$ cat config.mk
export PLATFORM = sky130hd
export DESIGN_NAME = adc_serial_reader
export DESIGN_NICKNAME = d
export VERILOG_FILES = /design/src/rtl/adc_serial_reader.sv
export SDC_FILE = /design/constraint.sdc
export NUM_CORES = 1
export LEC_CHECK = 0
export CAP_MARGIN = 40
export CORE_MARGIN = 2
export CORE_UTILIZATION = 41
export CTS_CLUSTER_DIAMETER = 30
export CTS_CLUSTER_SIZE = 16
export DETAILED_ROUTE_END_ITERATION = 10
export PLACE_DENSITY = 0.66
export SLEW_MARGIN = 20
export SYNTH_ARGS = -nofsm -noshare
export SYNTH_HDL_FRONTEND = slang
export SYNTH_SLANG_ARGS = --single-unit
$ cat constraint.sdc
create_clock -name clk -period 1.6 [get_ports clk]
set_clock_uncertainty 0.15 [all_clocks]
set_input_delay 0.32 -clock clk [delete_from_list [all_inputs] [get_ports clk]]
set_output_delay 0.32 -clock clk [all_outputs]
set_load 0.05 [all_outputs]
$ cat src/rtl/adc_serial_reader.sv
// ---------------------------------------------------------------------------
// adc_serial_reader
//
// Serial front-end for an SPI-style multi-channel ADC. Each conversion is one
// frame: CS_n drops, SCLK runs FRAME_BITS periods while the channel address
// is driven on DIN and the ADC result is shifted in from DOUT, then CS_n
// rises and the captured sample is offered on a valid/ready handshake tagged
// with its channel. Supports single-shot, continuous and channel-scan modes.
// An unread sample overwritten by a newer one raises a sticky overrun flag.
//
// Ports:
//   clk             system clock
//   rst             asynchronous, active-high reset
//   i_start         single-cycle conversion request (honoured in IDLE only)
//   i_cont          1 = start a new frame automatically after each frame
//   i_scan          1 = channel taken from the auto-incrementing scan pointer
//   i_ch_sel        channel for non-scan frames, latched at frame start
//   i_ad_dout       ADC serial data out
//   o_ad_cs_n       ADC chip select, active low
//   o_ad_sclk       ADC serial clock, idles high
//   o_ad_din        ADC command/address bit
//   o_sample_data   captured sample (last DATA_W bits of the frame)
//   o_sample_ch     channel the sample belongs to
//   o_sample_valid  sample available
//   i_sample_ready  consumer accepts the sample when valid && ready
//   o_busy          high whenever the FSM is not IDLE
//   o_overrun       sticky: an unread sample was overwritten
//   i_overrun_clr   clears o_overrun (a new overrun in the same cycle wins)
// ---------------------------------------------------------------------------
module adc_serial_reader #(
  parameter int FRAME_BITS = 16,
  parameter int DATA_W     = 12,
  parameter int CLK_DIV    = 2,
  parameter int NUM_CH     = 8,
  parameter int CH_W       = 3,
  parameter int CMD_POS    = 2
) (
  input  logic              clk,
  input  logic              rst,
  input  logic              i_start,
  input  logic              i_cont,
  input  logic              i_scan,
  input  logic [CH_W-1:0]   i_ch_sel,
  input  logic              i_ad_dout,
  output logic              o_ad_cs_n,
  output logic              o_ad_sclk,
  output logic              o_ad_din,
  output logic [DATA_W-1:0] o_sample_data,
  output logic [CH_W-1:0]   o_sample_ch,
  output logic              o_sample_valid,
  input  logic              i_sample_ready,
  output logic              o_busy,
  output logic              o_overrun,
  input  logic              i_overrun_clr
);

  localparam int DIV_W = (CLK_DIV > 1) ? $clog2(CLK_DIV) : 1;
  localparam int BIT_W = (FRAME_BITS > 1) ? $clog2(FRAME_BITS) : 1;
  localparam logic [DIV_W-1:0] DIV_LAST = DIV_W'(CLK_DIV - 1);
  localparam logic [BIT_W-1:0] BIT_LAST = BIT_W'(FRAME_BITS - 1);
  localparam logic [CH_W-1:0]  CH_LAST  = CH_W'(NUM_CH - 1);

  typedef enum logic [2:0] {
    IDLE,
    SETUP,
    SHIFT,
    HOLD,
    GAP
  } state_t;

  state_t r_state;
  state_t w_stateNext;

  logic [DIV_W-1:0]         r_divCnt;
  logic [BIT_W-1:0]         r_bitCnt;
  logic                     r_highPhase;
  logic [DATA_W-1:0]        r_shiftReg;
  logic [FRAME_BITS-1:0]    r_cmdShift;
  logic [CH_W-1:0]          r_chLatched;
  logic [CH_W-1:0]          r_scanPtr;
  logic                     r_csN;
  logic                     r_sclk;
  logic                     r_din;
  logic [DATA_W-1:0]        r_sampleData;
  logic [CH_W-1:0]          r_sampleCh;
  logic                     r_valid;
  logic                     r_overrun;

  logic                     w_divDone;
  logic [CH_W-1:0]          w_chNext;
  logic [FRAME_BITS+CH_W-1:0] w_cmdExt;
  logic [FRAME_BITS-1:0]    w_cmdWord;
  logic                     w_startFrame;
  logic                     w_fall;
  logic                     w_rise;
  logic                     w_enterHold;
  logic                     w_load;

  assign w_divDone = (r_divCnt == DIV_LAST);
  assign w_chNext  = i_scan ? r_scanPtr : i_ch_sel;

  // Command word in DIN order: bit FRAME_BITS-1 goes out first. The address
  // is placed MSB-first starting CMD_POS positions in; bits that would fall
  // past the end of the frame are dropped by the final truncation.
  assign w_cmdExt  = {{FRAME_BITS{1'b0}}, w_chNext} << (FRAME_BITS - CMD_POS);
  assign w_cmdWord = FRAME_BITS'(w_cmdExt >> CH_W);

  // State register.
  always_ff @(posedge clk or posedge rst) begin
    if (rst) begin
      r_state <= IDLE;
    end else begin
      r_state <= w_stateNext;
    end
  end

  // Next-state logic and single-cycle strobes for the datapath. Every phase
  // lasts CLK_DIV cycles; w_divDone marks the last cycle of a phase. GAP
  // chains straight into SETUP in continuous mode so CS_n stays high for
  // exactly CLK_DIV cycles between back-to-back frames.
  always_comb begin
    w_stateNext  = r_state;
    w_startFrame = 1'b0;
    w_fall       = 1'b0;
    w_rise       = 1'b0;
    w_enterHold  = 1'b0;
    w_load       = 1'b0;
    case (r_state)
      IDLE: begin
        if (i_start || i_cont) begin
          w_stateNext  = SETUP;
          w_startFrame = 1'b1;
        end
      end
      SETUP: begin
        if (w_divDone) begin
          w_stateNext = SHIFT;
          w_fall      = 1'b1;
        end
      end
      SHIFT: begin
        if (w_divDone) begin
          if (!r_highPhase) begin
            w_rise = 1'b1;
          end else if (r_bitCnt == BIT_LAST) begin
            w_stateNext = HOLD;
            w_enterHold = 1'b1;
          end else begin
            w_fall = 1'b1;
          end
        end
      end
      HOLD: begin
        if (w_divDone) begin
          w_stateNext = GAP;
          w_load      = 1'b1;
        end
      end
      GAP: begin
        if (w_divDone) begin
          if (i_cont) begin
            w_stateNext  = SETUP;
            w_startFrame = 1'b1;
          end else begin
            w_stateNext = IDLE;
          end
        end
      end
      default: begin
        w_stateNext = IDLE;
      end
    endcase
  end

  // Pin generation, phase timing and capture. The divider restarts at every
  // phase boundary. DIN changes only on SCLK falling edges, and DOUT is
  // sampled in the cycle SCLK is driven high. The command shifter advances
  // on each rising edge so the next falling edge picks up the next bit.
  always_ff @(posedge clk or posedge rst) begin
    if (rst) begin
      r_divCnt    <= '0;
      r_bitCnt    <= '0;
      r_highPhase <= 1'b0;
      r_shiftReg  <= '0;
      r_cmdShift  <= '0;
      r_chLatched <= '0;
      r_scanPtr   <= '0;
      r_csN       <= 1'b1;
      r_sclk      <= 1'b1;
      r_din       <= 1'b0;
    end else begin
      r_divCnt <= (r_state == IDLE || w_divDone) ? '0 : r_divCnt + DIV_W'(1);
      if (w_startFrame) begin
        r_csN       <= 1'b0;
        r_sclk      <= 1'b1;
        r_din       <= w_cmdWord[FRAME_BITS-1];
        r_cmdShift  <= w_cmdWord;
        r_shiftReg  <= '0;
        r_bitCnt    <= '0;
        r_highPhase <= 1'b0;
        r_chLatched <= w_chNext;
      end
      if (w_fall) begin
        r_sclk      <= 1'b0;
        r_highPhase <= 1'b0;
        r_din       <= r_cmdShift[FRAME_BITS-1];
        if (r_state == SHIFT) begin
          r_bitCnt <= r_bitCnt + BIT_W'(1);
        end
      end
      if (w_rise) begin
        r_sclk      <= 1'b1;
        r_highPhase <= 1'b1;
        r_shiftReg  <= DATA_W'({r_shiftReg, i_ad_dout});
        r_cmdShift  <= r_cmdShift << 1;
      end
      if (w_enterHold && i_scan) begin
        r_scanPtr <= (r_scanPtr == CH_LAST) ? '0 : r_scanPtr + CH_W'(1);
      end
      if (w_load) begin
        r_csN <= 1'b1;
        r_din <= 1'b0;
      end
    end
  end

  // Output handshake. A load always wins over a transfer in the same cycle;
  // loading over a sample nobody has taken is what flags an overrun.
  always_ff @(posedge clk or posedge rst) begin
    if (rst) begin
      r_sampleData <= '0;
      r_sampleCh   <= '0;
      r_valid      <= 1'b0;
      r_overrun    <= 1'b0;
    end else begin
      if (w_load) begin
        r_sampleData <= r_shiftReg;
        r_sampleCh   <= r_chLatched;
        r_valid      <= 1'b1;
      end else if (r_valid && i_sample_ready) begin
        r_valid <= 1'b0;
      end
      if (w_load && r_valid && !i_sample_ready) begin
        r_overrun <= 1'b1;
      end else if (i_overrun_clr) begin
        r_overrun <= 1'b0;
      end
    end
  end

  assign o_ad_cs_n      = r_csN;
  assign o_ad_sclk      = r_sclk;
  assign o_ad_din       = r_din;
  assign o_sample_data  = r_sampleData;
  assign o_sample_ch    = r_sampleCh;
  assign o_sample_valid = r_valid;
  assign o_overrun      = r_overrun;
  assign o_busy         = (r_state != IDLE);

endmodule

# Word-level counts from Yosys, hierarchy flattened
# Index checks and enable logic that the tools add are counted.
totals:
  romBits: 0
  out_inout_bits: 21
  inputBits: 11
  mem_bits_rw: 0
  latch_bits: 0
  wordCells: 96
  regBits: 63
  memories: 0
op_classes:
  multipliers: 0
  order_cmp: 0
  n_reduce_logical: 16
  shift: 0
  n_eq_ne: 13
  n_div: 0
  n_bitwise: 0
  add_sub_neg: 3
  mux: 49
ops:
  columns: ["op", "n"]
  rows:
  - ["16-bit two-way mux", 2]
  - ["1-bit two-way mux", 30]
  - ["3-bit two-way mux", 9]
  - ["12-bit two-way mux", 2]
  - ["3-bit one-hot mux with 5 select lines", 1]
  - ["2-bit inequality test (second input constant)", 7]
  - ["4-bit two-way mux", 3]
  - ["3-bit nonzero test", 3]
  - ["2-bit nonzero test", 4]
  - ["7-bit AND reduction", 1]
  - ["3-bit by 2-bit == test with 1-bit output (second input constant)", 2]
  - ["3-bit == test (second input constant)", 2]
  - ["4-bit by 1-bit adder with 4-bit output (second input constant)", 1]
  - ["4-bit == test (second input constant)", 1]
  - ["1-bit logical AND", 4]
  - ["1-bit one-hot mux with 2 select lines", 2]
  - ["3-bit by 1-bit adder with 3-bit output (second input constant)", 1]
  - ["3-bit by 1-bit == test with 1-bit output (second input constant)", 1]
  - ["3-bit zero test", 1]
  - ["1-bit logical OR", 2]
  - ["1-bit adder (second input constant)", 1]
  - ["1-bit zero test", 1]

# Logic depth before layout (Yosys ltp)
logic_depth:
  word_depth: 7
  depth_mapped: 7

# Worst setup path before layout
# No wires, ideal clock.
synth_path:
  kind: "flip-flop to flip-flop"
  startpoint: "register r_state[0]"
  endpoint: "register r_scanPtr[0]"
  path_stages_with_launch: 7
  path_slack_ns: -0.075
  arrival_ns: 1.400
  n_path_buf: 2
  cell_sequence: "dfrtp_1 buf_6 and4bb_4 and2_4 buf_6 nand3_4 mux2_4"
synth_between:
  elab_chain_cells: 3
synth_lines:
  columns: ["element", "line_no", "text"]
  rows:
  - ["start, declared", "71", "state_t r_state;"]
  - ["start signal, assigned", "113", "r_state <= w_stateNext;"]
  - ["3-bit by 2-bit == test with 1-bit output", "128", "case (r_state)"]
  - ["1-bit two-way mux", "128", null]
  - ["1-bit logical AND", "217", "if (w_enterHold && i_scan) begin"]
  - ["end signal, assigned", "218", "r_scanPtr <= (r_scanPtr == CH_LAST) ? '0 : r_scanPtr + CH_W'(1);"]
  - ["end, declared", "80", "logic [CH_W-1:0] r_scanPtr;"]
# Every way passes these cells.
# A chain may end at the register's enable or synchronous reset.

# Worst setup path after layout
layout_path:
  startpoint: "register r_state[1]"
  endpoint: "output port o_busy"
layout_between:
  elab_chain_cells: 1
layout_lines:
  columns: ["element", "line_no", "text"]
  rows:
  - ["3-bit nonzero test", "258", "assign o_busy = (r_state != IDLE);"]
  - ["end, declared", "52", "output logic o_busy,"]
# Every way passes these cells.

==> out/qor.csv <==
stage,metric,value,unit
die,I/O Pins,32,
grt,initial antenna violation count,0,
synth,Mapped Cells,201,
placement,Placed Instance Area,0.002965,mm^2
finish,Finished Cell Area,0.003333,mm^2
finish,layout cells sized above 1,40.23,%
placement,"worst slack, placed",-398.0,ps
routing,vias after detailed routing,1671,
finish,"commonest non-fill, non-tap cell in the layout",dfrtp_1,
die,Core Rows,27,
grt,vias in the first global route,1650,
synth,Synth Area in Compound Gates,9.814,%
synth,Async SR Flop Fraction,100.0,%
finish,Nets,269,
synth,Post-synth EDFFs,0,
synth,XOR/XNOR share of the synthesized area,0.3838,%
clocking,CTS Root Cell,clkbuf_8,
clocking,clk sink count,52,
synth,sequential area share after synthesis,57.13,%
worst_setup_path,Worst path slowest cell,dfrtp_2,
worst_setup_path,Crit path arrival time,1250,ps
clocking,H-tree levels,2,
routing,DRC viols,0,
synth,Synth area leaders,"dfrtp_1, mux2_2, nand2_1, o21ai_0, buf_6",
worst_setup_path,Crit Reg-Reg Endpoint,r_scanPtr[1],
worst_setup_path,worst path cell trace,or3_4 > buf_8,
placement,gpl congestion,0.7713,
worst_setup_path,CP Launch Type,flip-flop,
die,die area,0.006179,mm^2
finish,area grow syn2layout,46.05,%
grt,Congestion Overflow GR,0,
routing,router iterations before antenna repair,4,
grt,GR Util All Layers,15.57,%
synth,mux contribution to synthesized area,10.20,%
clocking,CTS tree,done,
routing,"antenna viol nets, final",0,
sta,"Slew Viols, Final",0,
routing,vias per cell,5.095,
sta,Setup-failing EPs final,18,
grt,global-route wire length before repair,7583,um
sta,Final Hold Fails,0,
synth,largest family of logic cells by synthesized area,simple AND/OR/NAND/NOR gates,
synth,Synth Register Bits,52,
sta,post-layout min period,1720,ps
worst_hold_path,Worst Hold Class,primary input to asynchronous set/reset pin,
power,VDD IR max,0.9338,mV
status,status,"finished, violations left",
worst_setup_path,Reg2Reg Depth,5,
sta,worst slew pin tran,287.5,ps
power,static leakage,1.553,nW
worst_setup_path,critical path endpoint,o_busy,
die,Starting Density,41.96,%
sta,RSZ-0062 raised after global routing,yes,
synth,Yosys warnings,0,
clocking,CTS buffer count,5,
die,core footprint,0.005439,mm^2
worst_setup_path,CP Capture Type,primary output,
power,Pwr Density,1672,mW/mm^2
sta,f_max,581.3,MHz
worst_setup_path,r2r setup slk,-110,ps
routing,Initial DRC Count,113,
synth,ys flop type,dfrtp_1,
grt,largest net degree at the start of global routing,53,
worst_setup_path,FF-to-FF Start,r_state[0],
synth,Synth Area in Simple Gates,16.06,%
clocking,Clock transition at path regs,100,ps
finish,n_diodes,0,
status,failing checks,setup timing,
die,Die H,78.61,um
finish,most frequent cells in the layout,"dfrtp_1, nand2_1, buf_12",
sta,worst setup margin,-120.2,ps
worst_setup_path,critical path peak fanout,2,
placement,DP Wirelength,2867,um
synth,Synth Area in Adders,1.645,%
die,Die X,78.61,um
clocking,Skew-Pair Late Insertion Delay,310,ps
synth,Yosys cell types,39,
synth,Synthesized Nets,215,
sta,fin crit share,107.5,%
routing,post-DR wirelength/cell,13.72,um
synth,post-synth top area cell,dfrtp_1,
placement,I/O Buffers,31,
sta,Relative slew margins,80.80,%
worst_setup_path,origin of the worst setup path,r_state[1],
worst_setup_path,Critical Path RT,1130,ps
flow_run,max cap viols,0,
routing,routed wire length,4501,um
clocking,worst-case clock buffer depth,2,
synth,"Avg Cell Area, Syn",11.35,um^2
worst_setup_path,CP max stage delay,410,ps
worst_setup_path,crit path kind,flip-flop to primary output,
synth,share of Yosys cell area claimed by the top area cell type,54.82,%
synth,Syn Std Cell Area,0.002282,mm^2
## worst min-delay path by stage
stage | startpoint | cells after the start | to | slack [ps]
2_1_floorplan | rst | 1 | o_ad_din | 220
3_3_place_gp | r_chLatched[1] | 1 | r_chLatched[1] | 310
3_5_place_dp | r_cmdShift[14] | 2 | r_cmdShift[15] | 320
4_1_cts | rst | 3 | o_sample_data[9] | 280
5_1_grt | rst | 3 | o_sample_data[9] | 290
6_report | rst | 3 | o_sample_data[9] | 270
## power breakdown
group          switching, mW  internal (mW)
registers              0.282           1.65
clock network          0.428          0.312
logic                   1.39           1.51
## sequential cells by signal, indices dropped and copies added (netlist names)
name / flops
o_sample_valid: 1
r_cmdShift: 5
o_ad_din: 1
o_sample_ch: 3
r_scanPtr: 3
o_sample_data: 12
r_shiftReg: 12
r_highPhase: 1
r_divCnt: 1
o_overrun: 1
r_state: 3
o_ad_sclk: 1
r_chLatched: 3
r_bitCnt: 4
o_ad_cs_n: 1
## area by class of cell
| class | count | area (um^2) |
|---|---|---|
| inverters | 4 | 18.77 |
| clock inverters | 2 | 16.27 |
| repair buffers | 59 | 847.1 |
| flip-flops and latches | 52 | 1305 |
| well taps | 72 | 90.09 |
| fillers | 422 | 2106 |
| clock buffers | 6 | 72.57 |
| multi-input cells | 133 | 983.4 |
## per-stage QoR
stage	std cells	hold slack, ps	TNS (ps)	utilization (%)	total power [mW]
after global placement	312	311.6	-9019	54.52	4.243
after detailed placement	312	320.0	-9641	54.52	4.285
final	328	266.0	-1038	61.28	5.575
after CTS	323	280.0	-1188	58.02	5.272
after floorplan	201	224.3	-308.6	-	3.293
after global routing	328	286.3	-2663	61.28	5.872
## kinds of logic (layout without fill, tap and decap cells)
kind of cell | after synthesis | count (layout)
compound gates | 37 | 37
xor+xnor | 1 | 1
fa+ha+maj | 3 | 3
buf+inv | 16 | 71
flops | 52 | 52
mux | 20 | 20
simple gates | 72 | 72
## per-layer routing
metal | global-route usage, % | share of wire, % | vias to the layer above
li1 | - | - | 803
met1 | 21.25 | 46 | 825
met2 | 23.68 | 48 | 38
met3 | 3.908 | 4.7 | 5
met4 | 6.491 | 1.6 | 0
met5 | 0 | 0 | -
## critical path: cells and delay by family, from the launching register on
kind,cells,cell delay (ps)
flip-flops,1,410
buffers and inverters,1,160
AND/OR/NAND/NOR,1,380
## what timing repair did
action	4_1_cts	5_1_grt
gates cloned	0	4
pin swaps	2	8
hold buffers	0	0
gates resized for setup	23	30
endpoints found under the setup margin	19	31
buffers inserted	3	1
## cells in the mapped netlist (3+ instances only)
master    n
buf_2     6
mux2i_1   3
nor2_1    8
nand3_1   9
inv_1     4
o21ai_0  20
a21oi_1   4
mux2_2   14
dfrtp_1  50
buf_6     5
mux2_4    3
ha_1      3
nand2_1  38
Power figures use the tool's default switching activity.
